===== src/rtl/bru_pkg.sv =====
// Shared types for the branch resolve unit: op/fn encodings, FSM states, datapath width.
package bru_pkg;
    localparam int XLEN = 32;

    typedef enum logic [1:0] {
        OP_BRANCH = 2'b00,
        OP_JAL    = 2'b01,
        OP_JALR   = 2'b10,
        OP_ILL    = 2'b11
    } op_e;

    typedef enum logic [2:0] {
        FN_EQ    = 3'b000,
        FN_NE    = 3'b001,
        FN_GE    = 3'b010,
        FN_LT    = 3'b011,
        FN_GTU   = 3'b100,
        FN_LTU   = 3'b101,
        FN_GEU   = 3'b110,
        FN_NEVER = 3'b111
    } fn_e;

    typedef enum logic {
        S_IDLE = 1'b0,
        S_RESP = 1'b1
    } state_e;
endpackage


===== src/rtl/branch_resolve_if.sv =====
// Issue request, writeback result and fetch redirect channels of the branch resolve unit.
interface branch_resolve_if #(parameter int XLEN = bru_pkg::XLEN);
    logic            in_valid;
    logic            in_ready;
    logic [1:0]      in_op;
    logic [2:0]      in_fn;
    logic [XLEN-1:0] in_pc;
    logic [XLEN-1:0] in_rs1;
    logic [XLEN-1:0] in_rs2;
    logic [XLEN-1:0] in_imm;
    logic            in_pred_taken;

    logic            out_valid;
    logic            out_ready;
    logic            out_taken;
    logic            out_mispredict;
    logic            out_misalign;
    logic            out_illegal;
    logic [XLEN-1:0] out_link;

    logic            redir_valid;
    logic            redir_ready;
    logic [XLEN-1:0] redir_pc;

    modport slave (
        input  in_valid, in_op, in_fn, in_pc, in_rs1, in_rs2, in_imm, in_pred_taken,
        output in_ready,
        output out_valid, out_taken, out_mispredict, out_misalign, out_illegal, out_link,
        input  out_ready,
        output redir_valid, redir_pc,
        input  redir_ready
    );

    modport master (
        output in_valid, in_op, in_fn, in_pc, in_rs1, in_rs2, in_imm, in_pred_taken,
        input  in_ready,
        input  out_valid, out_taken, out_mispredict, out_misalign, out_illegal, out_link,
        output out_ready,
        input  redir_valid, redir_pc,
        output redir_ready
    );
endinterface


===== src/rtl/bru_cond.sv =====
// Branch condition evaluator on the compare-datapath 3-bit condition code.
module bru_cond
    import bru_pkg::*;
#(
    parameter int W = XLEN
) (
    input  logic [W-1:0] rs1_i,
    input  logic [W-1:0] rs2_i,
    input  fn_e          fn_i,
    output logic         cond_o
);
    always_comb begin
        cond_o = 1'b0;
        case (fn_i)
            FN_EQ:    cond_o = (rs1_i == rs2_i);
            FN_NE:    cond_o = (rs1_i != rs2_i);
            FN_GE:    cond_o = ($signed(rs1_i) >= $signed(rs2_i));
            FN_LT:    cond_o = ($signed(rs1_i) <  $signed(rs2_i));
            FN_GTU:   cond_o = (rs1_i >  rs2_i);
            FN_LTU:   cond_o = (rs1_i <  rs2_i);
            FN_GEU:   cond_o = (rs1_i >= rs2_i);
            default:  cond_o = 1'b0;
        endcase
    end
endmodule


===== src/rtl/branch_resolve.sv =====
// Branch/jump resolution: captures one op, reports result to writeback and redirects fetch.
// Optional BRU_STATS_EN adds branch and redirect event counters.
module branch_resolve
    import bru_pkg::*;
(
    input  logic              clk,
    input  logic              rst_n,
    input  logic              flush,
    branch_resolve_if.slave   bus
`ifdef BRU_STATS_EN
    ,
    output logic [31:0]       stat_branches,
    output logic [31:0]       stat_mispredicts
`endif
);
    state_e          state_q, state_d;
    op_e             op_q;
    fn_e             fn_q;
    logic [XLEN-1:0] pc_q, rs1_q, rs2_q, imm_q;
    logic            pred_q;
    logic            out_done_q, out_done_d;
    logic            redir_done_q, redir_done_d;

    logic            accept, resp;
    logic            cond_c, taken_c, illegal_c, misalign_c, mispred_c;
    logic [XLEN-1:0] link_c, target_c, jalr_sum;
    logic            out_hs, redir_hs, out_fin, redir_fin;

    assign resp   = (state_q == S_RESP);
    assign accept = (state_q == S_IDLE) && bus.in_valid && !flush;

    always_ff @(posedge clk or negedge rst_n) begin
        if (!rst_n) begin
            op_q   <= OP_BRANCH;
            fn_q   <= FN_EQ;
            pc_q   <= '0;
            rs1_q  <= '0;
            rs2_q  <= '0;
            imm_q  <= '0;
            pred_q <= 1'b0;
        end else if (accept) begin
            op_q   <= op_e'(bus.in_op);
            fn_q   <= fn_e'(bus.in_fn);
            pc_q   <= bus.in_pc;
            rs1_q  <= bus.in_rs1;
            rs2_q  <= bus.in_rs2;
            imm_q  <= bus.in_imm;
            pred_q <= bus.in_pred_taken;
        end
    end

    bru_cond #(.W(XLEN)) u_cond (
        .rs1_i  (rs1_q),
        .rs2_i  (rs2_q),
        .fn_i   (fn_q),
        .cond_o (cond_c)
    );

    assign illegal_c  = (op_q == OP_ILL);
    assign taken_c    = (op_q == OP_BRANCH) ? cond_c : !illegal_c;
    assign jalr_sum   = rs1_q + imm_q;
    assign target_c   = (op_q == OP_JALR) ? {jalr_sum[XLEN-1:1], 1'b0} : pc_q + imm_q;
    assign link_c     = pc_q + XLEN'(4);
    // Misaligned targets go to the trap path, so they never redirect fetch.
    assign misalign_c = taken_c && target_c[1];
    assign mispred_c  = !misalign_c && !illegal_c &&
                        ((taken_c != pred_q) || (op_q == OP_JALR));

    // Data outputs are gated by RESP so idle/reset values read as zero.
    assign bus.in_ready       = (state_q == S_IDLE) && !flush;
    assign bus.out_valid      = resp && !out_done_q;
    assign bus.redir_valid    = resp && mispred_c && !redir_done_q;
    assign bus.out_taken      = resp && taken_c;
    assign bus.out_mispredict = resp && mispred_c;
    assign bus.out_misalign   = resp && misalign_c;
    assign bus.out_illegal    = resp && illegal_c;
    assign bus.out_link       = resp ? link_c : '0;
    assign bus.redir_pc       = resp ? (taken_c ? target_c : link_c) : '0;

    assign out_hs    = bus.out_valid && bus.out_ready;
    assign redir_hs  = bus.redir_valid && bus.redir_ready;
    assign out_fin   = out_done_q || out_hs;
    assign redir_fin = !mispred_c || redir_done_q || redir_hs;

    always_comb begin
        state_d      = state_q;
        out_done_d   = out_done_q;
        redir_done_d = redir_done_q;
        case (state_q)
            S_IDLE: begin
                out_done_d   = 1'b0;
                redir_done_d = 1'b0;
                if (accept) state_d = S_RESP;
            end
            S_RESP: begin
                if (flush || (out_fin && redir_fin)) begin
                    state_d      = S_IDLE;
                    out_done_d   = 1'b0;
                    redir_done_d = 1'b0;
                end else begin
                    out_done_d   = out_fin;
                    redir_done_d = redir_done_q || redir_hs;
                end
            end
            default: state_d = S_IDLE;
        endcase
    end

    always_ff @(posedge clk or negedge rst_n) begin
        if (!rst_n) begin
            state_q      <= S_IDLE;
            out_done_q   <= 1'b0;
            redir_done_q <= 1'b0;
        end else begin
            state_q      <= state_d;
            out_done_q   <= out_done_d;
            redir_done_q <= redir_done_d;
        end
    end

`ifdef BRU_STATS_EN
    logic [31:0] stat_br_q, stat_mp_q;

    always_ff @(posedge clk or negedge rst_n) begin
        if (!rst_n) begin
            stat_br_q <= '0;
            stat_mp_q <= '0;
        end else begin
            if (out_hs && (op_q == OP_BRANCH)) stat_br_q <= stat_br_q + 32'd1;
            if (redir_hs)                      stat_mp_q <= stat_mp_q + 32'd1;
        end
    end

    assign stat_branches    = stat_br_q;
    assign stat_mispredicts = stat_mp_q;
`endif
endmodule


===== src/flat_wrapper.sv =====
// flat-port wrapper written by rule: the top's interface ports become plain ports
module branch_resolve_flat import bru_pkg::*;
  (clk, rst_n, flush, bus_in_valid, bus_in_op, bus_in_fn, bus_in_pc, bus_in_rs1, bus_in_rs2, bus_in_imm, bus_in_pred_taken, bus_in_ready, bus_out_valid, bus_out_taken, bus_out_mispredict, bus_out_misalign, bus_out_illegal, bus_out_link, bus_out_ready, bus_redir_valid, bus_redir_pc, bus_redir_ready);
  branch_resolve_if bus_i ();
  input  logic clk;
  input  logic rst_n;
  input  logic flush;
  input wire logic [$bits(bus_i.in_valid)-1:0] bus_in_valid;
  input wire logic [$bits(bus_i.in_op)-1:0] bus_in_op;
  input wire logic [$bits(bus_i.in_fn)-1:0] bus_in_fn;
  input wire logic [$bits(bus_i.in_pc)-1:0] bus_in_pc;
  input wire logic [$bits(bus_i.in_rs1)-1:0] bus_in_rs1;
  input wire logic [$bits(bus_i.in_rs2)-1:0] bus_in_rs2;
  input wire logic [$bits(bus_i.in_imm)-1:0] bus_in_imm;
  input wire logic [$bits(bus_i.in_pred_taken)-1:0] bus_in_pred_taken;
  output wire logic [$bits(bus_i.in_ready)-1:0] bus_in_ready;
  output wire logic [$bits(bus_i.out_valid)-1:0] bus_out_valid;
  output wire logic [$bits(bus_i.out_taken)-1:0] bus_out_taken;
  output wire logic [$bits(bus_i.out_mispredict)-1:0] bus_out_mispredict;
  output wire logic [$bits(bus_i.out_misalign)-1:0] bus_out_misalign;
  output wire logic [$bits(bus_i.out_illegal)-1:0] bus_out_illegal;
  output wire logic [$bits(bus_i.out_link)-1:0] bus_out_link;
  input wire logic [$bits(bus_i.out_ready)-1:0] bus_out_ready;
  output wire logic [$bits(bus_i.redir_valid)-1:0] bus_redir_valid;
  output wire logic [$bits(bus_i.redir_pc)-1:0] bus_redir_pc;
  input wire logic [$bits(bus_i.redir_ready)-1:0] bus_redir_ready;
  assign bus_i.in_valid = bus_in_valid;
  assign bus_i.in_op = bus_in_op;
  assign bus_i.in_fn = bus_in_fn;
  assign bus_i.in_pc = bus_in_pc;
  assign bus_i.in_rs1 = bus_in_rs1;
  assign bus_i.in_rs2 = bus_in_rs2;
  assign bus_i.in_imm = bus_in_imm;
  assign bus_i.in_pred_taken = bus_in_pred_taken;
  assign bus_in_ready = bus_i.in_ready;
  assign bus_out_valid = bus_i.out_valid;
  assign bus_out_taken = bus_i.out_taken;
  assign bus_out_mispredict = bus_i.out_mispredict;
  assign bus_out_misalign = bus_i.out_misalign;
  assign bus_out_illegal = bus_i.out_illegal;
  assign bus_out_link = bus_i.out_link;
  assign bus_i.out_ready = bus_out_ready;
  assign bus_redir_valid = bus_i.redir_valid;
  assign bus_redir_pc = bus_i.redir_pc;
  assign bus_i.redir_ready = bus_redir_ready;
  branch_resolve u_core (.clk(clk), .rst_n(rst_n), .flush(flush), .bus(bus_i));
endmodule

===== config.mk =====
export PLATFORM = sky130hd
export DESIGN_NAME = branch_resolve_flat
export DESIGN_NICKNAME = d
export VERILOG_FILES = /design/src/rtl/bru_pkg.sv /design/src/rtl/branch_resolve_if.sv /design/src/rtl/bru_cond.sv /design/src/rtl/branch_resolve.sv /design/src/flat_wrapper.sv
export SDC_FILE = /design/constraint.sdc
export NUM_CORES = 1
export LEC_CHECK = 0
export CELL_PAD_IN_SITES_DETAIL_PLACEMENT = 0
export CELL_PAD_IN_SITES_GLOBAL_PLACEMENT = 2
export CORE_MARGIN = 2
export CORE_UTILIZATION = 33
export CTS_BUF_LIST = sky130_fd_sc_hd__clkbuf_4 sky130_fd_sc_hd__clkbuf_8
export DETAILED_ROUTE_END_ITERATION = 10
export GPL_TIMING_DRIVEN = 0
export HOLD_SLACK_MARGIN = 0.05
export PLACE_DENSITY_LB_ADDON = 0.25
export SYNTH_ARGS = -nofsm -noshare
export SYNTH_HDL_FRONTEND = slang
export SYNTH_SLANG_ARGS = --single-unit
export TNS_END_PERCENT = 20

===== constraint.sdc =====
create_clock -name clk -period 5.14 [get_ports clk]
set_clock_uncertainty 0.05 [all_clocks]
set_input_delay 0.514 -clock clk [delete_from_list [all_inputs] [get_ports clk]]
set_output_delay 0.514 -clock clk [all_outputs]
set_load 0.02 [all_outputs]

# Word-level counts from Yosys, hierarchy flattened
# Cells that the tools add are included.
# W data, S select, Z words.
# op_classes
n_addsub	3
n_mux	13
bitwise	1
n_reduce_logical	29
n_eq_ne	11
order_cmp	5
# op_table
operator	count
$mux W32	4
$add A32 B32 Y32	2
$ge A32 B32 Y1	2
$lt A32 B32 Y1	2
$add A32 B3 Y32 const B	1
$eq A32 B32 Y1	1
$gt A32 B32 Y1	1
$ne A32 B32 Y1	1
$logic_and A1 B1 Y1	15
$eq A3 B3 Y1 const B	3
$pmux W1 S7	1
$eq A3 B2 Y1 const B	2
$logic_not A1 Y1	6
$logic_or A1 B1 Y1	6
$pmux W1 S2	3
$mux W1	5
$eq A2 B2 Y1 const B	2
$eq A3 B1 Y1 const B	1
$logic_not A3 Y1	1
$logic_not A2 Y1	1
$ne A1 B1 Y1	1
$not A1 Y1	1
# totals
register_bits	137
word_cells	72
output_inout_bits	71

# Longest topological paths before layout
# depth
word_depth	15
mapped_depth	15

# Modules after synthesis
# A second synthesis with hierarchy kept.
# unflattened
cells_unflattened	1420
area_unflattened_um2	10837.9
# by_module_without_submodules
mod	instances	area_each_um2	cells_per_inst
branch_resolve	1	9883.2	1286
bru_cond	1	954.7	134

# Least setup slack after synthesis
# No wires, ideal clock.
# synth_path
path_kind	register to output
from	reg u_core.pc_q[0]
to	out bus_redir_pc[30]
required_ps	4576
slack_ps	814
t_arrival_ps	3762
path_buffers	0
path_stages_with_launch	14
cell_sequence	dfrtp_1 ha_1 fa_1 a21o_1 a2111oi_4 o31ai_2 a2111oi_4 o2bb2ai_2 o21ai_1 o41a_1 a311oi_2 xnor2_1 nor2b_1 a211oi_1
# synth_via
elab_chain_len	4
word_cells_on_any_way	5
classes_between	add/sub: 2; mux: 3
# synth_lines
item	line	text
start: declaration	branch_resolve.sv:19	logic [XLEN-1:0] pc_q, rs1_q, rs2_q, imm_q;
start signal: assignment	branch_resolve.sv:44	pc_q <= bus.in_pc;
$add A32 B32 Y32	branch_resolve.sv:62	assign target_c = (op_q == OP_JALR) ? {jalr_sum[XLEN-1:1], 1'b0} : pc_q + imm_q;
$mux W32	branch_resolve.sv:62	
$mux W32 (*) (2 in a row)	branch_resolve.sv:78	assign bus.redir_pc = resp ? (taken_c ? target_c : link_c) : '0;
end: declaration	flat_wrapper.sv:25	output wire logic [$bits(bus_i.redir_pc)-1:0] bus_redir_pc;
# Every way passes the cells marked *; elsewhere a longest branch is shown, timed or not.

# Worst setup path after layout
# Same ends and word-level chain as after synthesis.

==> run metrics <==
outcome=finished, final reports clean; n_diodes=0; max-slew violations=0; Synthesis Warnings=0; largest net degree at the start of global routing=75; register area share after synthesis=33.6%; Placer Congestion=0.851; WL/cell=20.0 um; DP Area=12,800 um2; crit path capture=bus_redir_pc[30]; pre-CTS setup slack=-99.9 ps; Final Core Density=43.8%; clock sink count=around 140; CP max-delay cell=a2111oi_4; initial drt markers=476; Top FF cell, synth=dfrtp_1; sequential power share=roughly a quarter; cell area after layout=roughly 13,000 um2; EDFF count, synth=0; root buffer cell=clkbuf_8; Rel. slew slack=about 24%; Worst-path clk slew=80 ps; antenna-violating nets left=0; starting density of the core=approximately a third; Final Total Pwr=~6300 uW; initial antenna violation count=0; chip width=180 um; # port buffers=210; Vias/cell=5.21; post-synth top area share=33.6%; final setup vio count=0; critical path peak fanout=4; reg2reg setup slack=between 1500 and 2000 ps; die extent in y=180 um; Mapped Cells=~1,100; vias in the first global route=9,383; largest cells by area after synthesis=dfrtp_1 (34%), ha_1 (12%), mux2_2 (11%); Lkg Pwr=0.00575 uW; maximum root-to-sink buffer count=2; Fin. Hold Viols=0; combinational share of power=between 50 and 60%; cts bufs inserted=17; FP Rows=64; max cap viols=0; area of the multi-input gates=~6500 um2; required time worst endpoint=4580 ps; Critical Path AT=4570 ps; RSZ-0062 raised after global routing=yes; Tcrit/Tclk final=around 100%; share of layout cells above drive strength 1=13.2%; Setup crit end kind=output pin; H-Tree Depth=4; Filler Cell Count=3,044; register area=around 3400 um2; beginning of the critical path=u_core.pc_q[0]; post-synth top area cell=dfrtp_1; Tightest Pin Transition=1130 ps; top-count cell post-synth=dfrtp_1; r2r startpoint=u_core.rs1_q[11]; Avg Inst Size Synth=9.30 um2; CTS tree=yes; startpoint types=register; die area=32,300 um2; Pwr per Cell Area=471 nW/um2; WHS Path Cells=1; Boundary Pins=211; first-pass GRT wire length=around 55 mm; drc violations=0; syn nets=1,333; power share of the clock group=15.9%; Pint=approximately 3500 uW; Sum Neg Setup Slack=0 ps; GR Util All Layers=a little over a fifth; Netlist cell types=62; crit path time final=5140 ps; Buf+Inv Stages, Crit Path=2; type of the worst setup path=reg2out; Worst-Skew Late Latency=470 ps; Switch Pwr=~2800 uW; vias after detailed routing=9,074; core area=30,500 um2; Synth async-reset ratio=100%; Synth top cells by count=dfrtp_1 (137), mux2_2 (101), nand2_1 (97); reg2reg path depth=13; Yosys reg bits=137; worst path cell trace=ha_1 -> fa_1 -> a21o_1 -> a2111oi_4 -> buf_4 -> o31ai_4 -> a2111oi_4 -> o2bb2ai_2 -> o21ai_1 -> o41a_1 -> a311oi_2 -> xnor2_1 -> nor2b_1 -> a211oi_2 -> buf_4; worst setup margin=3.30 ps; family with the most delay on the worst path=compound AO/OA/AOI/OAI gates; Post-layout nets=1,569; Routed WL=34.9 mm; area added between synthesis and finish=30.9%; slowest stage delay, CP=460 ps; WP depth=15; peak supply drop=0.196 mV; HPWL Detailed=27.7 mm; Hold Crit Class=reg2reg; Synth Cell Area=10,200 um2; Pre-antenna DRT Iters=5; Fmax=195 MHz; Sw Ratio=45.0%; worst r2r dst=u_core.out_done_q; Overflow after GRT=0
-- registers in the layout, summed over array words and instances (netlist names) --
register,count
u_core.pred_q,1
u_core.fn_q,3
u_core.rs1_q,32
u_core.resp,1
u_core.redir_done_q,1
u_core.rs2_q,32
u_core.imm_q,32
u_core.out_done_q,1
u_core.pc_q,32
u_core.op_q,2
-- area by class of cell --
cell class / count / area share (%)
clock inverters: 12 / 1.22
flip-flops and latches: 137 / 25.7
multi-input cells: 873 / 48.8
well taps: 396 / 3.71
clock buffers: 20 / 1.97
inverters: 45 / 1.26
repair buffers: 217 / 16.0
plain buffers: 42 / 1.38
-- repair_timing --
action,4_1_cts,5_1_grt
setup buffers,2,3
hold buffers,1,0
hold endpoints to repair,63,0
resized for setup,44,38
setup endpoints to repair,36,33
gates cloned,0,0
pin swaps,2,6
-- cell families (layout without fill, tap and decap cells) --
logic type / Yosys count / after routing / synth area share, %
xor gates and xnor gates: 75 / 75 / 6.44
buffers and inverters: 87 / 336 / 3.27
and+or+nand+nor: 303 / 303 / 14.2
adders and majority gates: 96 / 96 / 11.9
AOI/OAI and AO/OA: 294 / 294 / 19.0
DFF: 137 / 137 / 33.6
muxes: 105 / 105 / 11.5
-- layout by cell type (no fill, tap or decap), drive strengths merged, types with 17 or more instances in the layout --
cell type and count:
xor2 40, nand2 97, o21ai 89, inv 49, mux2 101, nand4 21
nand3 24, nor2 76, a21oi 66, ha 94, dfrtp 137, buf 17
clkdlybuf4s50 174, a2bb2oi 23, xnor2 35, a21o 27, clkbuf 60
-- per-stage QoR --
step	hold WS [ps]	cells
after floorplan	168	1097
after global placement	445	1703
after detailed placement	463	1704
after CTS	482	1739
after global routing	522	1742
final	482	1742
-- power by group through the flow --
stage / sequential [uW] / combinational, uW / clock, uW
floorplan: 1500 / 2540 / 0
global route: 1650 / 4080 / 1060
global placement: 1640 / 3620 / 0
CTS: 1630 / 3650 / 1020
detailed placement: 1650 / 3630 / 0
finish: 1620 / 3670 / 998
-- per-layer routing --
| metal | up-vias | wire, um | global-route usage, % |
|---|---|---|---|
| met2 | 201 | 17100 | 37.9 |
| li1 | 4469 | - | - |
| met1 | 4374 | 15900 | 28.2 |
| met5 | - | 0 | 0 |
| met3 | 30 | 1320 | 3.89 |
| met4 | 0 | 569 | 5.56 |
-- how the worst min path moves through the flow --
stage / startpoint / end / slack, ps
floorplan: rst_n / u_core.fn_q[0] / 170
global placement: u_core.redir_done_q / u_core.redir_done_q / 440
detailed placement: u_core.redir_done_q / u_core.redir_done_q / 460
CTS: u_core.redir_done_q / u_core.redir_done_q / 480
global route: u_core.redir_done_q / u_core.redir_done_q / 520
finish: u_core.imm_q[31] / u_core.imm_q[31] / 480
Note: power is estimated with default switching activity, not from simulation.
==> RTL edit 1, RTL diff (same settings) <==
Put a register stage on the output `bus.redir_pc`, without a reset. The value now appears one clock later.
--- a/src/rtl/branch_resolve.sv
+++ b/src/rtl/branch_resolve.sv
@@ -75,7 +75,9 @@
     assign bus.out_misalign   = resp && misalign_c;
     assign bus.out_illegal    = resp && illegal_c;
     assign bus.out_link       = resp ? link_c : '0;
-    assign bus.redir_pc       = resp ? (taken_c ? target_c : link_c) : '0;
+    always_ff @(posedge clk) begin
+        bus.redir_pc <= resp ? (taken_c ? target_c : link_c) : '0;
+    end
 
     assign out_hs    = bus.out_valid && bus.out_ready;
     assign redir_hs  = bus.redir_valid && bus.redir_ready;
Behaviour: not the same (a bounded check fails within 4 cycles, from zero or initial values and one cycle with rst_n low).
==> RTL edit 1 against the original RTL <==
Worst setup slack improved by 0.17 ns; sequential cell count is 32 higher; area after synthesis increased by 7.7%; hold slack lost 0.0027 ns; clock power decreased by 10%; design area increased by 5.4%; synthesized cell count grew 4.2%; power grew 30%; die area is 7.5% higher; routed wire length rose by 4.5%; sequential power rose by 36%; via count is 3.3% higher; critical endpoint is now bus_out_taken; largest cell class unchanged; largest power group unchanged; highest routed layer unchanged.
==> RTL edit 1: results (changes against the original RTL) <==
source of the critical timing path u_core.rs1_q[31]$_DFFE_PN0P_ (was u_core.pc_q[0]$_DFFE_PN0P_); vias in the first global route 9528 (was 9383); leakage power of the design 5.82 nW (was 5.75 nW); net count of the mapped netlist 1379 (was 1333); global router's overall resource usage 0.212 (was 0.219); terminus of the critical flop-to-flop path u_core.bus.redir_pc[28]$_SDFF_PN0_ (was u_core.out_done_q$_DFF_PN0_); Crit Path Max Fanout 10 (was 4); part of the total power dissipated in sequential elements 0.270 (was 0.257); number of buffers between clock root and the deepest sink 2 (unchanged); list of most frequent post-synthesis cells dfrtp_1, mux2_2, nand2_1 (unchanged); CP endpoint bus_out_taken (was bus_redir_pc[30]); Switching Fraction 0.470 (was 0.450); setup slack on the worst flop-to-flop path 1.21 ns (was 1.70 ns); filler cell count in the final layout 3270 (was 3044); via density per instance 5.12 (was 5.21); result of the run complete, no violations (unchanged); Post-CTS Repair Setup Buffers 0 (was 2); worst reg2reg path depth 12 (was 13); WHS Endpoint u_core.redir_done_q$_DFF_PN0_ (was u_core.imm_q[31]$_DFFE_PN0P_); number of nets in the layout 1610 (was 1569); cell family contributing the most delay on the critical path compound AO/OA/AOI/OAI gates (unchanged); first-pass GRT wire length 56.1 mm (was 54.7 mm); worst IR drop on VDD 0.192 mV (was 0.196 mV); deepest level of the CTS H-tree 4 (unchanged); synth top area cells dfrtp_1, ha_1, mux2_2 (unchanged); Hold Path Depth 2 (was 1); length of the first detailed-routing pass in iterations 5 (unchanged); worst stage delay on the critical path 0.63 ns (was 0.46 ns); share of layout cells above drive strength 1 0.110 (was 0.132); beginning of the worst hold path u_core.redir_done_q$_DFF_PN0_ (was u_core.imm_q[31]$_DFFE_PN0P_); initial antenna violation count 0 (unchanged); slowest cell on the critical path clkdlybuf4s50_1 (was a2111oi_4); post-synthesis sequential area ratio 0.370 (was 0.336); initial drt markers 517 (was 476); Crit path arrival time 4.40 ns (was 4.57 ns); post-route worst hold slack 0.479 ns (was 0.482 ns); post-detailed-placement half-perimeter wirelength 29.1 mm (was 27.7 mm); Port-buffer cells 210 (unchanged); clock network fraction of design power 0.110 (was 0.159); largest net degree at the start of global routing 76 (was 75); worst reg2reg startpoint u_core.imm_q[0]$_DFFE_PN0P_ (was u_core.rs1_q[11]$_DFFE_PN0P_); power dissipated in sequential cells 0.00221 W (was 0.00162 W); routed wire length 36.5 mm (was 34.9 mm); Root Driver clkbuf_8 (unchanged); final estimated routing congestion in global placement 0.869 (was 0.851); share of flip-flops with an asynchronous set or reset after synthesis 0.811 (was 1.00); actual slew at the worst max-slew pin 1.04 ns (was 1.13 ns); Unique masters post-synth 69 (was 62); clock slew seen by the registers of the worst setup and hold paths 0.09 ns; Clock Latency Late Sink 0.51 ns (was 0.47 ns)
RTL edit 1: changes by cell type after synthesis, moves of 6 or more:
cell and delta:
dfxtp_1 +32, o21ai_0 -8, o21ai_1 +11, o21a_1 -6, a21oi_1 +9, nor2b_1 +14, nor3_1 +10, xnor2_1 +13
xor2_1 -9, nor2_1 -26
RTL edit 1: what timing repair did:
item | in CTS | in global routing
pin swaps | 0 | 1
endpoints found under the hold margin | 74 | 0
hold buffers | 1 | 0
setup endpoints to repair | 4 | 4
gates resized for setup | 6 | 3
RTL edit 1: layout make-up:
class                      instances  area share
sequential                       169       0.289
clock inverter                    13     0.00667
buffer                            40      0.0116
tap                              442      0.0393
multi-input combinational        885       0.469
inverter                          49      0.0131
timing repair buffer             212       0.152
clock buffer                      19      0.0186
RTL edit 1: cell families after synthesis:
logic type               after synthesis  synth area share
AO/OA/AOI/OAI                        310             0.186
AND/OR/NAND/NOR                      296             0.132
flip-flops                           169             0.370
multiplexers                         104             0.106
adder cells (fa/ha/maj)               96             0.111
buffers and inverters                 89            0.0314
XOR/XNOR                              79            0.0630
RTL edit 1: per-layer routing:
layer | vias up | part of all wire | wire [um] | GRT usage
li1 | 4630 | - | - | -
met2 | 224 | 0.45 | 16300 | 0.335
met1 | 4499 | 0.49 | 18000 | 0.302
met3 | 20 | 0.044 | 1620 | 0.0361
met4 | 0 | 0.012 | 455 | 0.0523
met5 | - | 0 | 0 | 0
RTL edit 1: stage by stage:
| step | utilization | worst slack (ns) | std cells |
|---|---|---|---|
| after global placement | 0.418 | -2.38 | 1795 |
| after detailed placement | 0.419 | 0.199 | 1796 |
| after floorplan | - | 1.69 | 1143 |
| after global routing | 0.432 | -0.0336 | 1829 |
| final | 0.432 | 0.178 | 1829 |
| after CTS | 0.431 | 0.00421 | 1829 |
==> RTL edit 2, RTL diff (same flow settings) <==
Without the edit above. Change the package constant `XLEN` from 32 to 48.
--- a/src/rtl/bru_pkg.sv
+++ b/src/rtl/bru_pkg.sv
@@ -1,6 +1,6 @@
 // Shared types for the branch resolve unit: op/fn encodings, FSM states, datapath width.
 package bru_pkg;
-    localparam int XLEN = 32;
+    localparam int XLEN = 48;
 
     typedef enum logic [1:0] {
         OP_BRANCH = 2'b00,
Ports: changed (6 resized); port bits go from 211 to 307. The function was not compared with the original's and may differ.
==> RTL edit 2 against the original RTL <==
Via count rose by 64%; sequential cell count up 64; worst setup slack better by 0.10 ns; design area rose by 58%; sequential share of layout area down 1.9 points; power up 73%; non-clock buffer count rose by 150; largest cell class unchanged; largest power group unchanged; die area is 53% higher; area after synthesis rose by 54%; routed wire length increased by 80%; final cell count rose by 59%.
==> RTL edit 2: results (changes against the original RTL) <==
path type of the worst min-delay path primary input to async pin (was flip-flop to flip-flop); clock slew seen by the registers of the worst setup and hold paths 0.06 ns (was 0.08 ns); routed wire length 62.7 mm (was 34.9 mm); final instance area 21100 sq um (was 13400 sq um); Final non-clock buffer share 0.168 (was 0.174); worst reg2reg startpoint u_core.rs2_q[21]$_DFFE_PN0P_ (was u_core.rs1_q[11]$_DFFE_PN0P_); multi-input combinational area share 0.504 (was 0.488); post-detailed-placement half-perimeter wirelength 49.2 mm (was 27.7 mm); Unique masters post-synth 81 (was 62); post-route worst hold slack 0.423 ns (was 0.482 ns); Post-Route M1 WL 29.4 mm (was 15.9 mm); cts bufs inserted 39 (was 17); arithmetic-cell share of the synthesized area counting full adders, half adders and majority gates 0.115 (was 0.119); routed length on met3 2.99 mm (was 1.32 mm); crit path setup slack, layout 0.104 ns (was 0.00330 ns); Inverters excl. clock 85 (was 45); complex-gate fraction of the synthesized area 0.206 (was 0.190); worst stage delay on the critical path 0.62 ns (was 0.46 ns); number of antenna diodes 1 (was 0); Crit Path Max Fanout 5 (was 4); global router's overall resource usage 0.250 (was 0.219); setup slack on the worst flop-to-flop path 1.41 ns (was 1.70 ns); Power, Total 0.0109 W (was 0.00629 W); sum of met2 wire segment lengths after detailed routing 28.5 mm (was 17.1 mm); met1 Use GR 0.343 (was 0.282); number of nets in the layout 2480 (was 1569); result of the run complete, no violations (unchanged); net count of the mapped netlist 2104 (was 1333)
RTL edit 2: cell count changes after synthesis, sizes merged, moves of 40 or more:
cell   unedited run  this run
a21oi            66       126
mux2            101       147
ha               94       142
nand2            97       163
dfrtp           137       201
o21ai            89       138
inv              45        85
nor2             76       145
RTL edit 2: timing repair:
| action | in CTS | in global routing |
|---|---|---|
| setup endpoints to repair | 54 | 57 |
| endpoints found under the hold margin | 90 | 0 |
| gates resized for setup | 310 | 48 |
| buffers inserted | 17 | 11 |
| pin swaps | 28 | 23 |
| gates cloned | 1 | 0 |
| hold buffers | 1 | 0 |
RTL edit 2: worst max path at each step:
stage                              endpoint  slack, ns
3_5_place_dp               bus_redir_pc[13]      -1.02
2_1_floorplan              bus_redir_pc[42]       1.11
5_1_grt                    bus_redir_pc[19]      -0.05
4_1_cts                    bus_redir_pc[42]      -0.06
6_report                   bus_redir_pc[36]       0.10
3_3_place_gp   u_core.rs2_q[45]$_DFFE_PN0P_      -5.41
